==> src/rtl/codeword_deser.sv <==
// codeword_deser
//   Serial-to-parallel front end for the codeword decoder. A strobed,
//   LSB-first serial stream is assembled into WORD_W-bit codewords, which
//   are queued in a DEPTH-entry FIFO and presented on a valid/ready port.
//   Framing errors (SOF while mid-word) and overruns (word completes into a
//   full FIFO with no pop) are reported through sticky flags.
//
// Optional feature macro: DESER_ERRCNT_EN
//   defined   -> 8-bit saturating error counter driven on err_cnt_o
//   undefined -> counter omitted, err_cnt_o tied to 0
//
// Ports
//   wb_clk_i      clock
//   wb_rst_i      asynchronous active-high reset
//   ser_valid_i   one-cycle strobe qualifying ser_data_i / ser_sof_i
//   ser_data_i    serial data bit
//   ser_sof_i     start of frame, marks bit 0 of a word
//   word_o        registered FIFO head (0 when empty)
//   word_valid_o  FIFO not empty
//   word_ready_i  decoder accepts the head word
//   frame_err_o   sticky framing-error flag
//   overrun_o     sticky overrun flag
//   err_clr_i     synchronous clear of flags and counter
//   err_cnt_o     saturating error count
module codeword_deser #(
  parameter int WORD_W = 7,
  parameter int DEPTH  = 2
) (
  input  logic              wb_clk_i,
  input  logic              wb_rst_i,
  input  logic              ser_valid_i,
  input  logic              ser_data_i,
  input  logic              ser_sof_i,
  output logic [WORD_W-1:0] word_o,
  output logic              word_valid_o,
  input  logic              word_ready_i,
  output logic              frame_err_o,
  output logic              overrun_o,
  input  logic              err_clr_i,
  output logic [7:0]        err_cnt_o
);

  localparam int AW = $clog2(DEPTH);
  localparam int PW = AW + 1;
  localparam int BW = $clog2(WORD_W);

  typedef enum logic {IDLE, COLLECT} state_t;

  state_t            state;
  logic [BW-1:0]     bcnt;
  logic [WORD_W-1:0] shreg;

  logic [WORD_W-1:0] mem [DEPTH];
  logic [PW-1:0]     wr_ptr;
  logic [PW-1:0]     rd_ptr;

  logic              last_bit;
  logic              word_done;
  logic              frame_ev;
  logic              overrun_ev;
  logic              fifo_full;
  logic              fifo_empty;
  logic              push;
  logic              pop;
  logic [WORD_W-1:0] push_word;
  logic [PW-1:0]     wr_next;
  logic [PW-1:0]     rd_next;
  logic              empty_next;
  logic [WORD_W-1:0] head_next;

  // Event decode. The final bit is never written into shreg; the pushed
  // word is formed directly from the strobe so it lands in the FIFO on
  // the same edge.
  always_comb begin
    last_bit   = (bcnt == BW'(WORD_W - 1));
    word_done  = ser_valid_i && !ser_sof_i && (state == COLLECT) && last_bit;
    frame_ev   = ser_valid_i && ser_sof_i && (state == COLLECT);
    fifo_empty = (wr_ptr == rd_ptr);
    // Pointer MSBs differ with equal indices only when full.
    fifo_full  = (wr_ptr[AW] != rd_ptr[AW]) &&
                 (wr_ptr[AW-1:0] == rd_ptr[AW-1:0]);
    pop        = !fifo_empty && word_ready_i;
    push       = word_done && (!fifo_full || pop);
    overrun_ev = word_done && fifo_full && !pop;
    push_word  = {ser_data_i, shreg[WORD_W-2:0]};
  end

  // Next FIFO head, used to keep word_o a true register. A push only
  // becomes the head when it is written into the slot the read pointer
  // will point at (the FIFO was empty, or emptied by this cycle's pop).
  always_comb begin
    wr_next    = wr_ptr + PW'(push);
    rd_next    = rd_ptr + PW'(pop);
    empty_next = (wr_next == rd_next);
    if (push && (wr_ptr[AW-1:0] == rd_next[AW-1:0]))
      head_next = push_word;
    else
      head_next = mem[rd_next[AW-1:0]];
  end

  // Collection FSM. SOF always restarts a word with bcnt=1, whether it
  // arrives in IDLE (normal start) or COLLECT (framing error).
  always_ff @(posedge wb_clk_i or posedge wb_rst_i) begin
    if (wb_rst_i) begin
      state <= IDLE;
      bcnt  <= '0;
      shreg <= '0;
    end else if (ser_valid_i) begin
      if (ser_sof_i) begin
        shreg <= {{(WORD_W-1){1'b0}}, ser_data_i};
        bcnt  <= BW'(1);
        state <= COLLECT;
      end else if (state == COLLECT) begin
        if (last_bit) begin
          bcnt  <= '0;
          state <= IDLE;
        end else begin
          shreg[bcnt] <= ser_data_i;
          bcnt        <= bcnt + BW'(1);
        end
      end
    end
  end

  // Output FIFO with registered head and valid.
  always_ff @(posedge wb_clk_i or posedge wb_rst_i) begin
    if (wb_rst_i) begin
      for (int i = 0; i < DEPTH; i++)
        mem[i] <= '0;
      wr_ptr       <= '0;
      rd_ptr       <= '0;
      word_o       <= '0;
      word_valid_o <= 1'b0;
    end else begin
      if (push)
        mem[wr_ptr[AW-1:0]] <= push_word;
      wr_ptr       <= wr_next;
      rd_ptr       <= rd_next;
      word_valid_o <= !empty_next;
      word_o       <= empty_next ? '0 : head_next;
    end
  end

  // Sticky flags: a new event takes priority over a same-cycle clear.
  always_ff @(posedge wb_clk_i or posedge wb_rst_i) begin
    if (wb_rst_i) begin
      frame_err_o <= 1'b0;
      overrun_o   <= 1'b0;
    end else begin
      if (frame_ev)
        frame_err_o <= 1'b1;
      else if (err_clr_i)
        frame_err_o <= 1'b0;
      if (overrun_ev)
        overrun_o <= 1'b1;
      else if (err_clr_i)
        overrun_o <= 1'b0;
    end
  end

`ifdef DESER_ERRCNT_EN
  // Frame and overrun events are mutually exclusive (SOF vs non-SOF
  // strobe), so at most one increment per cycle. Clear plus event gives 1.
  always_ff @(posedge wb_clk_i or posedge wb_rst_i) begin
    if (wb_rst_i) begin
      err_cnt_o <= '0;
    end else if (frame_ev || overrun_ev) begin
      if (err_clr_i)
        err_cnt_o <= 8'd1;
      else if (err_cnt_o != 8'hFF)
        err_cnt_o <= err_cnt_o + 8'd1;
    end else if (err_clr_i) begin
      err_cnt_o <= '0;
    end
  end
`else
  assign err_cnt_o = '0;
`endif

endmodule

==> config.mk <==
export PLATFORM = sky130hd
export DESIGN_NAME = codeword_deser
export DESIGN_NICKNAME = d
export VERILOG_FILES = /design/src/rtl/codeword_deser.sv
export SDC_FILE = /design/constraint.sdc
export NUM_CORES = 1
export LEC_CHECK = 0
export BUFFER_PORTS_ARGS = -buffer_cell sky130_fd_sc_hd__buf_4
export CAP_MARGIN = 20
export CORE_MARGIN = 1
export CORE_UTILIZATION = 55
export CTS_CLUSTER_SIZE = 20
export DETAILED_ROUTE_END_ITERATION = 7
export HOLD_SLACK_MARGIN = 0.15
export PLACE_DENSITY = 0.77
export SLEW_MARGIN = 20
export SYNTH_ARGS = -nofsm -noshare
export SYNTH_HDL_FRONTEND = slang
export SYNTH_SLANG_ARGS = --single-unit
==> constraint.sdc <==
create_clock -name wb_clk_i -period 2.55 [get_ports wb_clk_i]
set_clock_uncertainty 0.05 [all_clocks]
set_input_delay 0.51 -clock wb_clk_i [delete_from_list [all_inputs] [get_ports wb_clk_i]]
set_output_delay 0.51 -clock wb_clk_i [all_outputs]
set_load 0.1 [all_outputs]
==> Word-level counts from Yosys, hierarchy flattened <==
Cells that the tools add are included.
{ "classes": {"n_lt_le_gt_ge": 5, "reduce_logical": 24, "n_addsub": 3, "n_mux": 23, "n_bitwise": 2, "eq_ne": 7} }
{ "ops": {"columns": ["op", "count"], "rows": [
  ["two-way mux 7 bit", 9],
  ["bitwise mux 14 bit", 1],
  ["logical AND 1 bit", 13],
  ["two-way mux 3 bit", 3],
  ["bitwise mux 7 bit", 1],
  ["demux 7 bit (select 1 bit)", 1],
  ["two-way mux 1 bit", 7],
  ["nonzero test 2 bit", 3],
  ["logical NOT 1 bit", 5],
  ["adder 2 x 1 -> 2 bit", 2],
  ["== test 2 bit", 2],
  ["greater-or-equal comparator 2 bit, second input constant", 2],
  ["< comparator 3 x 4 -> 1 bit, second input constant", 1],
  ["inverter 1 -> 2 bit", 2],
  ["adder 3 x 1 -> 3 bit, second input constant", 1],
  ["demux 1 bit (select 3 bit)", 1],
  ["== test 3 bit, second input constant", 1],
  ["greater-or-equal comparator 3 x 1 -> 1 bit, second input constant", 1],
  ["AND reduction 3 bit", 1],
  ["== test 1 bit", 2],
  ["< comparator 2 x 1 -> 1 bit, second input constant", 1],
  ["inequality test 2 bit, second input constant", 1],
  ["AND reduction 2 bit", 1],
  ["logical OR 1 bit", 1],
  ["inequality test 1 bit", 1]
]} }
{ "word_totals": {"elab_cells": 75, "inputBits": 7, "regBits": 39, "out_inout_bits": 18} }

==> Depth between registers and ports, before layout <==
{ "depth": {"ltp_word": 10, "ltp_mapped": 10, "mapped_depth_nobuf": 8} }

==> Least setup slack after synthesis <==
OpenSTA, ideal clock, no wires.
{ "synth_timing": {"kind": "flip-flop to flip-flop", "start": "reg wr_ptr[0]", "end": "reg word_o[6]", "setup_time_ps": 120, "stages_incl_launch_ff": 10, "arrival_ps": 2111, "synth_period_minus_slack_ps": 2281, "path_buffers": 1, "path_slack_ps": 269, "t_required_ps": 2380, "path_cell_list": "dfrtp_1 > xor2_2 > o311ai_4 > inv_1 > ha_1 > buf_2 > xnor2_1 > nor2_1 > nand3b_1 > o211a_1"} }
{ "synth_between": {"elab_chain_len": 10, "word_cells_on_any_way": 19, "classes_between": "add/sub (2); eq/ne (4); mux (5); bitwise (1); reduce/logical (7)"} }
{ "synth_lines": {"columns": ["element", "line_no", "text"], "rows": [
  ["from (decl)", "54", "logic [PW-1:0] wr_ptr;"],
  ["from (signal assigned)", "137", "wr_ptr <= wr_next;"],
  ["== test 2 bit", "78", "fifo_empty = (wr_ptr == rd_ptr);"],
  ["logical NOT 1 bit", "82", "pop = !fifo_empty && word_ready_i;"],
  ["logical AND 1 bit", "82", null],
  ["adder 2 x 1 -> 2 bit", "93", "rd_next = rd_ptr + PW'(pop);"],
  ["inverter 1 -> 2 bit (implied by the code)", "98", "head_next = mem[rd_next[AW-1:0]];"],
  ["two-way mux 7 bit (implied by the code) (3 in series)", "98", null],
  ["two-way mux 7 bit", "95", "if (push && (wr_ptr[AW-1:0] == rd_next[AW-1:0]))"],
  ["two-way mux 7 bit (*)", "140", "word_o <= empty_next ? '0 : head_next;"],
  ["to (signal assigned)", "140", null],
  ["to (decl)", "34", "output logic [WORD_W-1:0] word_o,"]
]} }
Mark *: on every way between the ends. The rest lies on a longest branch, timed or not. The select of a mux whose other input is x is not followed.
A chain may end at the register's enable or synchronous reset.

==> Worst setup path in the final report <==
Same ends and word-level chain as after synthesis.

==> results_dict.tcl <==
set metrics [dict create \
    drv_slew 0 \
    netlist.area_leader.share_pct 50.67 \
    hold_violations 0 \
    cts_root_buffer "clkbuf_4" \
    netlist_instances 163 \
    cts.path.max_buffers 2 \
    worstSkewPairLatency_ns 0.34 \
    rsz0062_at_grt "false" \
    dieWidth_um 60.42 \
    dpl_cell_area_um2 2007 \
    synthTopCellsByArea "dfrtp_1 (51%), mux2_2 (9.0%), o21ai_0 (4.5%)" \
    yosys_warnings 0 \
    antenna_found_initial 0 \
    syn_area_um2 1877 \
    die_area_um2 3650 \
    htree_levels 2 \
    max-vdd-ir-drop_uv 395.0 \
    end_kind "flop" \
    synth-edff-count 0 \
    drive_above_1_share_pct 26.11 \
    tritoncts "done" \
    synth_async_sr_flop_share_pct 100.0 \
    worstPathMaxFanout 8 \
    final_common_cell "dfrtp_1" \
    cts_hold_buffers 0 \
    tns_ns 0 \
    ys_seq_area_share_pct 50.67 \
    crit_type "reg -> reg" \
    path_clk_slew_ns 0.11 \
    dr.first_iter.drc_count 55 \
    route.detailed.drc 0 \
    cp.required_ns 2.73 \
    worstSetupStartpointType "flop" \
    diodes 0 \
    nNetsFinal 191 \
    overflow 0 \
    synth-seq-cells 38 \
    grt_pass1_vias 1228 \
    fin_area_um2 2066 \
    place_hpwl_um 2521 \
    dp.cells 217 \
    syn2layout_area_growth_pct 10.07 \
    detail_route.wl_per_cell_um 15.63 \
    dr_total_vias 1276 \
    grt_pass1_wl_um 5651 \
    gp_congestion 0.8511 \
    ios 25 \
    drt_wl_total_um 3500 \
    track_usage_pct 22.10 \
    synthFlopType "dfrtp_1" \
    synth.avg_cell_area_um2 11.51 \
    maxCapViolCount 0 \
    cts_sinks 38 \
    fp.dieH_um 60.42 \
    synth.distinct_cells 39 \
    p_leak_uw 0.001092 \
    fin_crit_ns 2.416 \
    start_util_pct 59.52 \
    grt_max_degree 39 \
    ant_nets 0 \
    max_freq_mhz 413.8 \
    fin_crit_sh_pct 94.76 \
    final_core_util_pct 65.52 \
    io_buffers 16 \
    num_rows 20 \
    yosys.area.top_type "dfrtp_1" \
    status "finished clean" \
    layout.cells.non_filler 224 \
    critical_path_arrival_ns 2.60 \
    cts_made_buffers 5 \
    firstDrtPassIters 4 \
    setup_violations 0 \
    power_density_nw_per_um2 782.5 \
    viasPerCell 5.696 \
    layout_common_cells "dfrtp_1 (38), buf_4 (22), o21ai_0 (17), mux2_2 (15), inv_1 (9)" \
    coreArea_um2 3153 \
    min_path_type "in -> async" \
]
through the flow:
stage,total power [uW],hold slack [ns],setup slack (ns)
6_report,1617,0.2132,0.1336
4_1_cts,1619,0.2258,0.03493
3_5_place_dp,1314,0.4351,0.04964
5_1_grt,1705,0.2657,0.0003293
3_3_place_gp,1294,0.4383,0.2360
2_1_floorplan,1180,0.4297,0.2691
final timing paths:
check                                 from         to  slack, ns  cells past startpoint
min in group wb_clk_i           ser_data_i   shreg[0]       0.40                      2
worst max-delay path             wr_ptr[0]  word_o[6]       0.13                      8
worst min register to register   overrun_o  overrun_o       0.46                      1
max in group asynchronous         wb_rst_i     mem[1]       1.92                      3
worst min-delay path              wb_rst_i    mem[13]       0.21                      3
worst max register to register   wr_ptr[0]  word_o[6]       0.13                      8
sequential cells by signal, summed over array words and instances (netlist names):
name          count
mem              14
word_o            7
shreg             6
bcnt              3
rd_ptr            2
wr_ptr            2
frame_err_o       1
overrun_o         1
state             1
word_valid_o      1
cells by family (layout without fill, tap and decap cells):
family	after synthesis	in the layout	share of synthesized area, %
AO/OA/AOI/OAI	39	39	15.33
XOR/XNOR	6	6	3.201
adder cells (fa/ha/maj)	3	3	2.000
buffers and inverters	27	37	7.600
flip-flops	38	38	50.67
multiplexers	22	22	12.73
other	1	8	0.1998
AND/OR/NAND/NOR	27	27	8.267
worst max-delay path, cell delays in order, from the launching register on:
cell      delay (ns)
dfrtp_1         0.47
xor2_2          0.24
o311ai_4        0.33
inv_1           0.11
ha_1            0.22
xnor2_1         0.27
nor2_1          0.07
nand3b_1        0.33
o211a_1         0.22
layer usage:
layer  part of all wire [%]  track usage [%]
met3                    3.8            5.330
met4                    2.7            11.04
met1                     43            26.15
met5                      0                0
met2                     50            37.68
final cells by class:
type                       instances  area (um^2)
fill                             253         1087
sequential                        38        950.9
multi-input combinational        105        809.5
timing repair buffer              22        165.2
tap                               44        55.05
clock buffer                       6        51.30
inverter                           9        33.78
synth_stat cells (2+ instances only):
cell type	instances
a21o_1	3
a21oi_1	2
a32o_1	3
buf_2	2
buf_4	8
clkbuf_1	6
dfrtp_1	38
ha_1	3
inv_1	9
mux2_2	15
mux2i_1	7
nand2_1	7
nand3b_1	2
nor2_1	4
nor3_1	4
nor4_1	2
o211a_1	7
o21ai_0	17
xnor2_1	2
xor2_1	3
repair_timing:
action,in CTS,in global routing
endpoints found under the setup margin,0,8
buffers inserted,0,1
resized for setup,0,0
power by group:
| group | switching, uW | total (uW) | internal [uW] |
|---|---|---|---|
| Clock | 181 | 305 | 124 |
| Sequential | 60.9 | 722 | 661 |
| Combinational | 401 | 590 | 189 |
No activity file was read; power rests on OpenSTA's default activity.
